===== config.mk =====
export PLATFORM = sky130hd
export DESIGN_NAME = digit_serial_addsub_flat
export DESIGN_NICKNAME = d
export VERILOG_FILES = /design/src/rtl/digit_serial_addsub_if.sv /design/src/rtl/digit_serial_addsub.sv /design/src/flat_wrapper.sv
export SDC_FILE = /design/constraint.sdc
export NUM_CORES = 1
export LEC_CHECK = 0
export ABC_AREA = 1
export BUFFER_PORTS_ARGS = -buffer_cell sky130_fd_sc_hd__buf_2
export CORE_ASPECT_RATIO = 2
export CORE_MARGIN = 2
export CORE_UTILIZATION = 49
export CTS_CLUSTER_DIAMETER = 150
export DETAILED_ROUTE_END_ITERATION = 6
export PLACE_DENSITY = 0.74
export SLEW_MARGIN = 20
export SYNTH_ARGS = -nofsm -noshare
export SYNTH_HDL_FRONTEND = slang
export SYNTH_SLANG_ARGS = --single-unit

===== constraint.sdc =====
create_clock -name clk -period 2.9 [get_ports clk]
set_input_delay 0.435 -clock clk [delete_from_list [all_inputs] [get_ports clk]]
set_output_delay 0.435 -clock clk [all_outputs]
set_load 0.005 [all_outputs]

===== src/rtl/digit_serial_addsub_if.sv =====
// Handshake and operand/result bundle for the digit-serial add/subtract unit.
// master: requester (drives start/sub/a/b); slave: the arithmetic unit.
interface digit_serial_addsub_if #(
  parameter int WIDTH = 32
);
  logic             start;
  logic             sub;
  logic [WIDTH-1:0] a;
  logic [WIDTH-1:0] b;
  logic             busy;
  logic             done;
  logic [WIDTH-1:0] result;
  logic             cout;
  logic             ovf;
  logic             zero;

  modport master (
    output start, sub, a, b,
    input  busy, done, result, cout, ovf, zero
  );

  modport slave (
    input  start, sub, a, b,
    output busy, done, result, cout, ovf, zero
  );
endinterface


===== src/rtl/digit_serial_addsub.sv =====
// Digit-serial add/subtract unit: LSB-first, DIGIT bits per clock through a
// DIGIT-long ripple of full-adder cells. Subtraction is a + ~b + 1, with the
// +1 injected as the initial carry. Carry, signed overflow and zero flags are
// taken from the final digit and held until the next accepted start.
//
// state | meaning
// IDLE  | waiting for start; result and flags hold the last operation
// RUN   | one digit per clock, NDIG clocks, then done pulse and back to IDLE
module digit_serial_addsub #(
  parameter int WIDTH = 32,
  parameter int DIGIT = 4
) (
  input  logic                  clk,
  input  logic                  rst,
  digit_serial_addsub_if.slave  bus
);

  localparam int NDIG = WIDTH / DIGIT;
  localparam int CW   = $clog2(NDIG) + 1;

  generate
    if (WIDTH < 2 || DIGIT < 1 || DIGIT > WIDTH || (WIDTH % DIGIT) != 0) begin : g_bad_param
      $error("digit_serial_addsub: WIDTH must be >=2 and a multiple of DIGIT");
    end
  endgenerate

  typedef enum logic {
    IDLE = 1'b0,
    RUN  = 1'b1
  } state_t;

  state_t           state_q, state_d;
  logic [WIDTH-1:0] a_q, a_d;
  logic [WIDTH-1:0] b_q, b_d;
  logic             carry_q, carry_d;
  logic [CW-1:0]    cnt_q, cnt_d;
  logic [WIDTH-1:0] result_q, result_d;
  logic             busy_q, busy_d;
  logic             done_q, done_d;
  logic             cout_q, cout_d;
  logic             ovf_q, ovf_d;
  logic             zero_q, zero_d;

  logic [DIGIT:0]   chain;
  logic [DIGIT-1:0] sum_dig;
  logic [WIDTH-1:0] result_shift;
  logic             last_dig;

  // Ripple of DIGIT full-adder cells over the low digit of the operand regs
  always_comb begin
    chain    = '0;
    sum_dig  = '0;
    chain[0] = carry_q;
    for (int i = 0; i < DIGIT; i++) begin
      sum_dig[i]   = a_q[i] ^ b_q[i] ^ chain[i];
      chain[i+1]   = (a_q[i] & b_q[i]) | (chain[i] & (a_q[i] ^ b_q[i]));
    end
  end

  // New digit enters at the MSB end; after NDIG shifts the result is aligned
  generate
    if (DIGIT == WIDTH) begin : g_one_digit
      assign result_shift = sum_dig;
    end else begin : g_multi_digit
      assign result_shift = {sum_dig, result_q[WIDTH-1:DIGIT]};
    end
  endgenerate

  assign last_dig = (cnt_q == CW'(NDIG - 1));

  // Next-state and datapath update for the IDLE/RUN sequencer
  always_comb begin
    state_d  = state_q;
    a_d      = a_q;
    b_d      = b_q;
    carry_d  = carry_q;
    cnt_d    = cnt_q;
    result_d = result_q;
    busy_d   = busy_q;
    done_d   = 1'b0;
    cout_d   = cout_q;
    ovf_d    = ovf_q;
    zero_d   = zero_q;
    case (state_q)
      IDLE: begin
        if (bus.start) begin
          a_d     = bus.a;
          b_d     = bus.sub ? ~bus.b : bus.b;
          carry_d = bus.sub;
          cnt_d   = '0;
          busy_d  = 1'b1;
          state_d = RUN;
        end
      end
      RUN: begin
        a_d      = a_q >> DIGIT;
        b_d      = b_q >> DIGIT;
        carry_d  = chain[DIGIT];
        cnt_d    = cnt_q + CW'(1);
        result_d = result_shift;
        if (last_dig) begin
          state_d = IDLE;
          busy_d  = 1'b0;
          done_d  = 1'b1;
          cout_d  = chain[DIGIT];
          ovf_d   = chain[DIGIT] ^ chain[DIGIT-1];
          zero_d  = (result_shift == '0);
        end
      end
      default: begin
        state_d = IDLE;
        busy_d  = 1'b0;
      end
    endcase
  end

  // State and registered outputs; async active-low reset clears everything
  always_ff @(posedge clk or negedge rst) begin
    if (!rst) begin
      state_q  <= IDLE;
      a_q      <= '0;
      b_q      <= '0;
      carry_q  <= 1'b0;
      cnt_q    <= '0;
      result_q <= '0;
      busy_q   <= 1'b0;
      done_q   <= 1'b0;
      cout_q   <= 1'b0;
      ovf_q    <= 1'b0;
      zero_q   <= 1'b0;
    end else begin
      state_q  <= state_d;
      a_q      <= a_d;
      b_q      <= b_d;
      carry_q  <= carry_d;
      cnt_q    <= cnt_d;
      result_q <= result_d;
      busy_q   <= busy_d;
      done_q   <= done_d;
      cout_q   <= cout_d;
      ovf_q    <= ovf_d;
      zero_q   <= zero_d;
    end
  end

  assign bus.busy   = busy_q;
  assign bus.done   = done_q;
  assign bus.result = result_q;
  assign bus.cout   = cout_q;
  assign bus.ovf    = ovf_q;
  assign bus.zero   = zero_q;

endmodule


===== src/flat_wrapper.sv =====
// flat-port wrapper written by rule: the top's interface ports become plain ports
module digit_serial_addsub_flat 
#(
  parameter int WIDTH = 32,
  parameter int DIGIT = 4
)
  (clk, rst, bus_start, bus_sub, bus_a, bus_b, bus_busy, bus_done, bus_result, bus_cout, bus_ovf, bus_zero);
  digit_serial_addsub_if #(.WIDTH(WIDTH)) bus_i ();
  input  logic clk;
  input  logic rst;
  input wire logic [$bits(bus_i.start)-1:0] bus_start;
  input wire logic [$bits(bus_i.sub)-1:0] bus_sub;
  input wire logic [$bits(bus_i.a)-1:0] bus_a;
  input wire logic [$bits(bus_i.b)-1:0] bus_b;
  output wire logic [$bits(bus_i.busy)-1:0] bus_busy;
  output wire logic [$bits(bus_i.done)-1:0] bus_done;
  output wire logic [$bits(bus_i.result)-1:0] bus_result;
  output wire logic [$bits(bus_i.cout)-1:0] bus_cout;
  output wire logic [$bits(bus_i.ovf)-1:0] bus_ovf;
  output wire logic [$bits(bus_i.zero)-1:0] bus_zero;
  assign bus_i.start = bus_start;
  assign bus_i.sub = bus_sub;
  assign bus_i.a = bus_a;
  assign bus_i.b = bus_b;
  assign bus_busy = bus_i.busy;
  assign bus_done = bus_i.done;
  assign bus_result = bus_i.result;
  assign bus_cout = bus_i.cout;
  assign bus_ovf = bus_i.ovf;
  assign bus_zero = bus_i.zero;
  digit_serial_addsub #(.WIDTH(WIDTH), .DIGIT(DIGIT)) u_core (.clk(clk), .rst(rst), .bus(bus_i));
endmodule

# After elaboration in Yosys (flattened, before gate mapping)
# Index checks and enable logic that the tools add are counted.
[classes] eq_ne=3 reduce_logical=3 n_bitwise=23 mux=17 add_sub_neg=1
[op_table] cell="32-bit one-hot mux with 2 select lines" count=2
[op_table] cell="32-bit 2-to-1 mux" count=3
[op_table] cell="32-bit logical NOT" count=1
[op_table] cell="32-bit NOT" count=1
[op_table] cell="1-bit XOR" count=9
[op_table] cell="1-bit AND" count=8
[op_table] cell="4-bit one-hot mux with 2 select lines" count=1
[op_table] cell="1-bit 2-to-1 mux" count=7
[op_table] cell="1-bit one-hot mux with 2 select lines" count=3
[op_table] cell="4-bit by 1-bit adder with 4-bit output, second input constant" count=1
[op_table] cell="4-bit by 3-bit == test with 1-bit output, second input constant" count=1
[op_table] cell="4-bit 2-to-1 mux" count=1
[op_table] cell="2-bit inequality test, second input constant" count=2
[op_table] cell="1-bit bitwise OR" count=4
[op_table] cell="2-bit AND reduction" count=2
[op_table] cell="1-bit NOT" count=1
[totals] elab_cells=58 register_bits=107 out_inout_bits=37

# Depth between registers and ports, before layout
[depth] depth_word=10 depth_mapped=11

# Worst setup path before layout
# No wires, ideal clock.
[synth_timing] path_type="reg2reg" start="reg u_core.carry_q" end="reg u_core.zero_q, in the netlist u_core.bus.zero" setup_slack_ps=532 period_less_slack_ps=2368 n_path_buf=0 arrival_time_ps=2244 path_stages_with_launch=12 setup_ps=124 t_required_ps=2776 path_cell_list="dfrtp_1 > inv_1 > fa_1 > inv_1 > fa_1 > fa_1 > inv_1 > fa_1 > nand4_1 > nor2_1 > nand2_1 > o21bai_1"
[synth_via] elab_chain_len=8 word_cells_on_any_way=11 cone_classes="bitwise (10); reduce/logical (1)"
[synth_rtl] element="start, declared" line_no="digit_serial_addsub.sv:35" rtl="logic carry_q, carry_d;"
[synth_rtl] element="start signal, assigned" line_no="digit_serial_addsub.sv:135" rtl="carry_q <= carry_d;"
[synth_rtl] element="1-bit AND" line_no="digit_serial_addsub.sv:56" rtl="chain[i+1] = (a_q[i] & b_q[i]) | (chain[i] & (a_q[i] ^ b_q[i]));"
[synth_rtl] element="1-bit bitwise OR" line_no="digit_serial_addsub.sv:56"
[synth_rtl] element="1-bit AND" line_no="digit_serial_addsub.sv:56"
[synth_rtl] element="1-bit bitwise OR" line_no="digit_serial_addsub.sv:56"
[synth_rtl] element="1-bit AND" line_no="digit_serial_addsub.sv:56"
[synth_rtl] element="1-bit bitwise OR" line_no="digit_serial_addsub.sv:56"
[synth_rtl] element="1-bit XOR" line_no="digit_serial_addsub.sv:55" rtl="sum_dig[i] = a_q[i] ^ b_q[i] ^ chain[i];"
[synth_rtl] element="32-bit logical NOT (*)" line_no="digit_serial_addsub.sv:107" rtl="zero_d = (result_shift == '0);"
[synth_rtl] element="end signal, assigned" line_no="digit_serial_addsub.sv:142" rtl="zero_q <= zero_d;"
[synth_rtl] element="end, declared" line_no="digit_serial_addsub.sv:42" rtl="logic zero_q, zero_d;"
# Every way passes the cells marked *; elsewhere a longest branch is shown, timed or not.
# A chain may end at the register's enable or synchronous reset.

# Final worst setup path
# Same ends and word-level chain as after synthesis.

==> out/results.txt <==
DP Area: 5390 um2
Critical Path Most Common Cell: fa_1
Fmax: 396 MHz
DRT iter0 DRCs: 220
Slowest-stage cell, CP: fa_1
WL/cell: 14.2 um
Number of global-route vias before repair: 3647
Setup TNS: 0 ps
Root Buffer Master: clkbuf_16
Top sig layer: met4
Ys Warns: 0
Synthesis-to-finish area growth: 12.5%
Row cnt: 52
Number of distinct library cells after synthesis: 29
Via density: 5.02
Crit path kind: register to register
Max Cap Viol: 0
Antenna violations before repair: 0
Max Buffers Root-to-Sink: 2
Pwr/cell area: 966 nW/um2
Sequential area share after synthesis: 0.530
Leak pwr: 2.80 nW
Setup Fix Bufs, Post-CTS: 0
Clk Latency, worst-skew pair: 340 ps
Arrival @ worst endpoint: 2750 ps
Met3 routed WL: 353 um
H-tree levels: 3
Worst Max-Slew Pin Slew: 891 ps
Gr usage total: 0.204
Number of remaining DRC errors: 0
Num ports: 105
Hpwl dp: 7.61 mm
Met1 wire length: 3.99 mm
Multi-input gate area: 1880 um2
Slew headroom: 0.406
Outcome: complete, no violations
CP endpoint kind: register
Num CTS Buffers: 9
Critical Path Start Type: register
Die Span X: 75.8 um
Final wirelength: 10.8 mm
Clock skew: 6.82 ps
Final setup violation count: 0
DRT Pass-1 Iters: 4
Seq cells post-synth: 107
Final Wtd Congestion: 0.759
CTS Sinks: 107
CTS tree: done
Hold Violations, Final: 0
Type of the most critical hold path: primary input to async pin
Die height: 148 um
Final Cell Area: 5680 um2
RSZ-0062 raised after global routing: false
Starting Density: 0.501
Fin crit period: 2520 ps
Largest net degree at the start of global routing: 62
Async S/R FF share, synth: 1.00
Global route overflow: 0
Most used DFF post-synth: dfrtp_1
Clock slew at reported path FFs: 70 ps
Vias: 3795
Nets@finish: 690
Core area: 10100 um2
Syn nets: 630
# fillers: 933
First-pass GRT wire length: 17.2 mm
Synth top area share: 0.530
Max incr delay on CP: 470 ps
Worst path cell trace: inv_1, fa_1, inv_1, fa_1, fa_1, inv_1, fa_1, nand4_1, nor2_1, nand2_1, o21bai_1
Register area: 2680 um2
Port-buffer cells: 104
Leading area contributor after synthesis: dfrtp_1
Synth top area cells: dfrtp_1 53%, nand2_1 15%, xnor2_1 5.6%, buf_4 5.1%, o211ai_1 3.7%
Post-CTS sizing: 0
Mapped cell area: 5050 um2
Synth Area per Inst: 9.07 um2
CP Max Fanout: 2
Post-synthesis cell count: 557
Peak supply drop: 0.000532 V
Die ar.: 11200 um2
CTS Hold Bufs: 0
Detail Route Antenna Nets: 0
Period Utilization, post-route: 0.870
CP required: 3130 ps
Inserted Diodes: 0
Max Slew Vio Count: 0
Number of synthesized flops with an enable pin: 0
Share of post-route cells with drive strength above 1: 0.208
Met2 wire length: 6.03 mm
-- cells in the mapped netlist, drive strengths merged (4+ instances only) --
master,count
o21ai,24
inv,23
a22oi,5
dfrtp,107
xnor2,32
a22o,4
nor2,23
fa,4
nand3,32
o211ai,25
buf,56
nand2,208
-- registers in the layout (all words and copies together), names as in the netlist --
signal	flops
u_core.a_q	32
u_core.b_q	32
u_core.bus.result	32
u_core.cnt_q	4
u_core.bus.busy	1
u_core.bus.cout	1
u_core.bus.done	1
u_core.bus.ovf	1
u_core.bus.zero	1
u_core.carry_q	1
u_core.state_q	1
-- routing by layer --
metal | track usage | vias to the layer above
met4 | 0.116 | 0
met3 | 0.0198 | 25
li1 | - | 1867
met2 | 0.356 | 96
met5 | 0 | -
met1 | 0.230 | 1807
-- worst max-delay path: cells and delay by family, from the launching register on --
kind	cells	cell delay (ps)
compound gates	1	60
fa+ha+maj	4	1510
buf+inv	3	240
flops	1	360
simple gates	3	220
-- final timing paths --
path	startpoint	end	slack, ps	depth (start not counted)
min reg2reg	u_core.bus.result[3]	u_core.bus.result[3]	470	2
max reg2reg	u_core.carry_q	u_core.bus.zero	380	11
max	u_core.carry_q	u_core.bus.zero	380	11
min	rst	u_core.a_q[6]	100	1
max in group asynchronous	rst	u_core.state_q	2050	2
min in group clk	bus_a[31]	u_core.a_q[31]	310	3
-- metrics by stage --
step	std cells	utilization	worst slack [ps]	power, mW	hold slack, ps
6_report	756	0.563	378	5.49	103
2_1_floorplan	557	-	532	3.93	139
5_1_grt	756	0.563	240	5.92	159
3_3_place_gp	741	0.534	466	4.25	454
3_5_place_dp	741	0.534	375	4.34	458
4_1_cts	756	0.563	338	5.56	126
-- power breakdown --
| group | switching (mW) | leakage (nW) | internal [mW] |
|---|---|---|---|
| sequential | 0.400 | 1.40 | 2.07 |
| combinational | 1.08 | 1.25 | 0.725 |
| clock | 0.504 | 0.146 | 0.711 |
-- cell type report --
class / count / share of cell area
Multi-Input combinational cell: 369 / 0.332
Clock buffer: 13 / 0.0458
Clock inverter: 2 / 0.00617
Timing Repair Buffer: 107 / 0.0982
Sequential cell: 107 / 0.471
Tap cell: 135 / 0.0297
Inverter: 23 / 0.0170
-- cells by family after synthesis --
kind of cell	synth area share
AND/OR/NAND/NOR	0.211
flip-flops	0.530
AO/OA/AOI/OAI	0.0862
buffers and inverters	0.0966
XOR/XNOR	0.0572
adder cells (fa/ha/maj)	0.0183
-- layout by cell type (no fill, tap or decap), types with 3 or more instances in the layout --
cell type / Yosys / layout
xnor2_1: 32 / 32
o211ai_1: 25 / 25
o21ai_1: 3 / 3
buf_2: 19 / 103
buf_4: 34 / 3
nand3_1: 32 / 32
dfrtp_1: 107 / 106
o21ai_0: 21 / 21
o221ai_1: 3 / 3
clkbuf_16: 0 / 9
a21oi_1: 3 / 3
inv_1: 19 / 19
nand2_1: 205 / 205
fa_1: 4 / 4
nor2_1: 23 / 23
a22oi_1: 5 / 5
a22o_1: 4 / 4
Note: power is estimated with default switching activity, not from simulation.
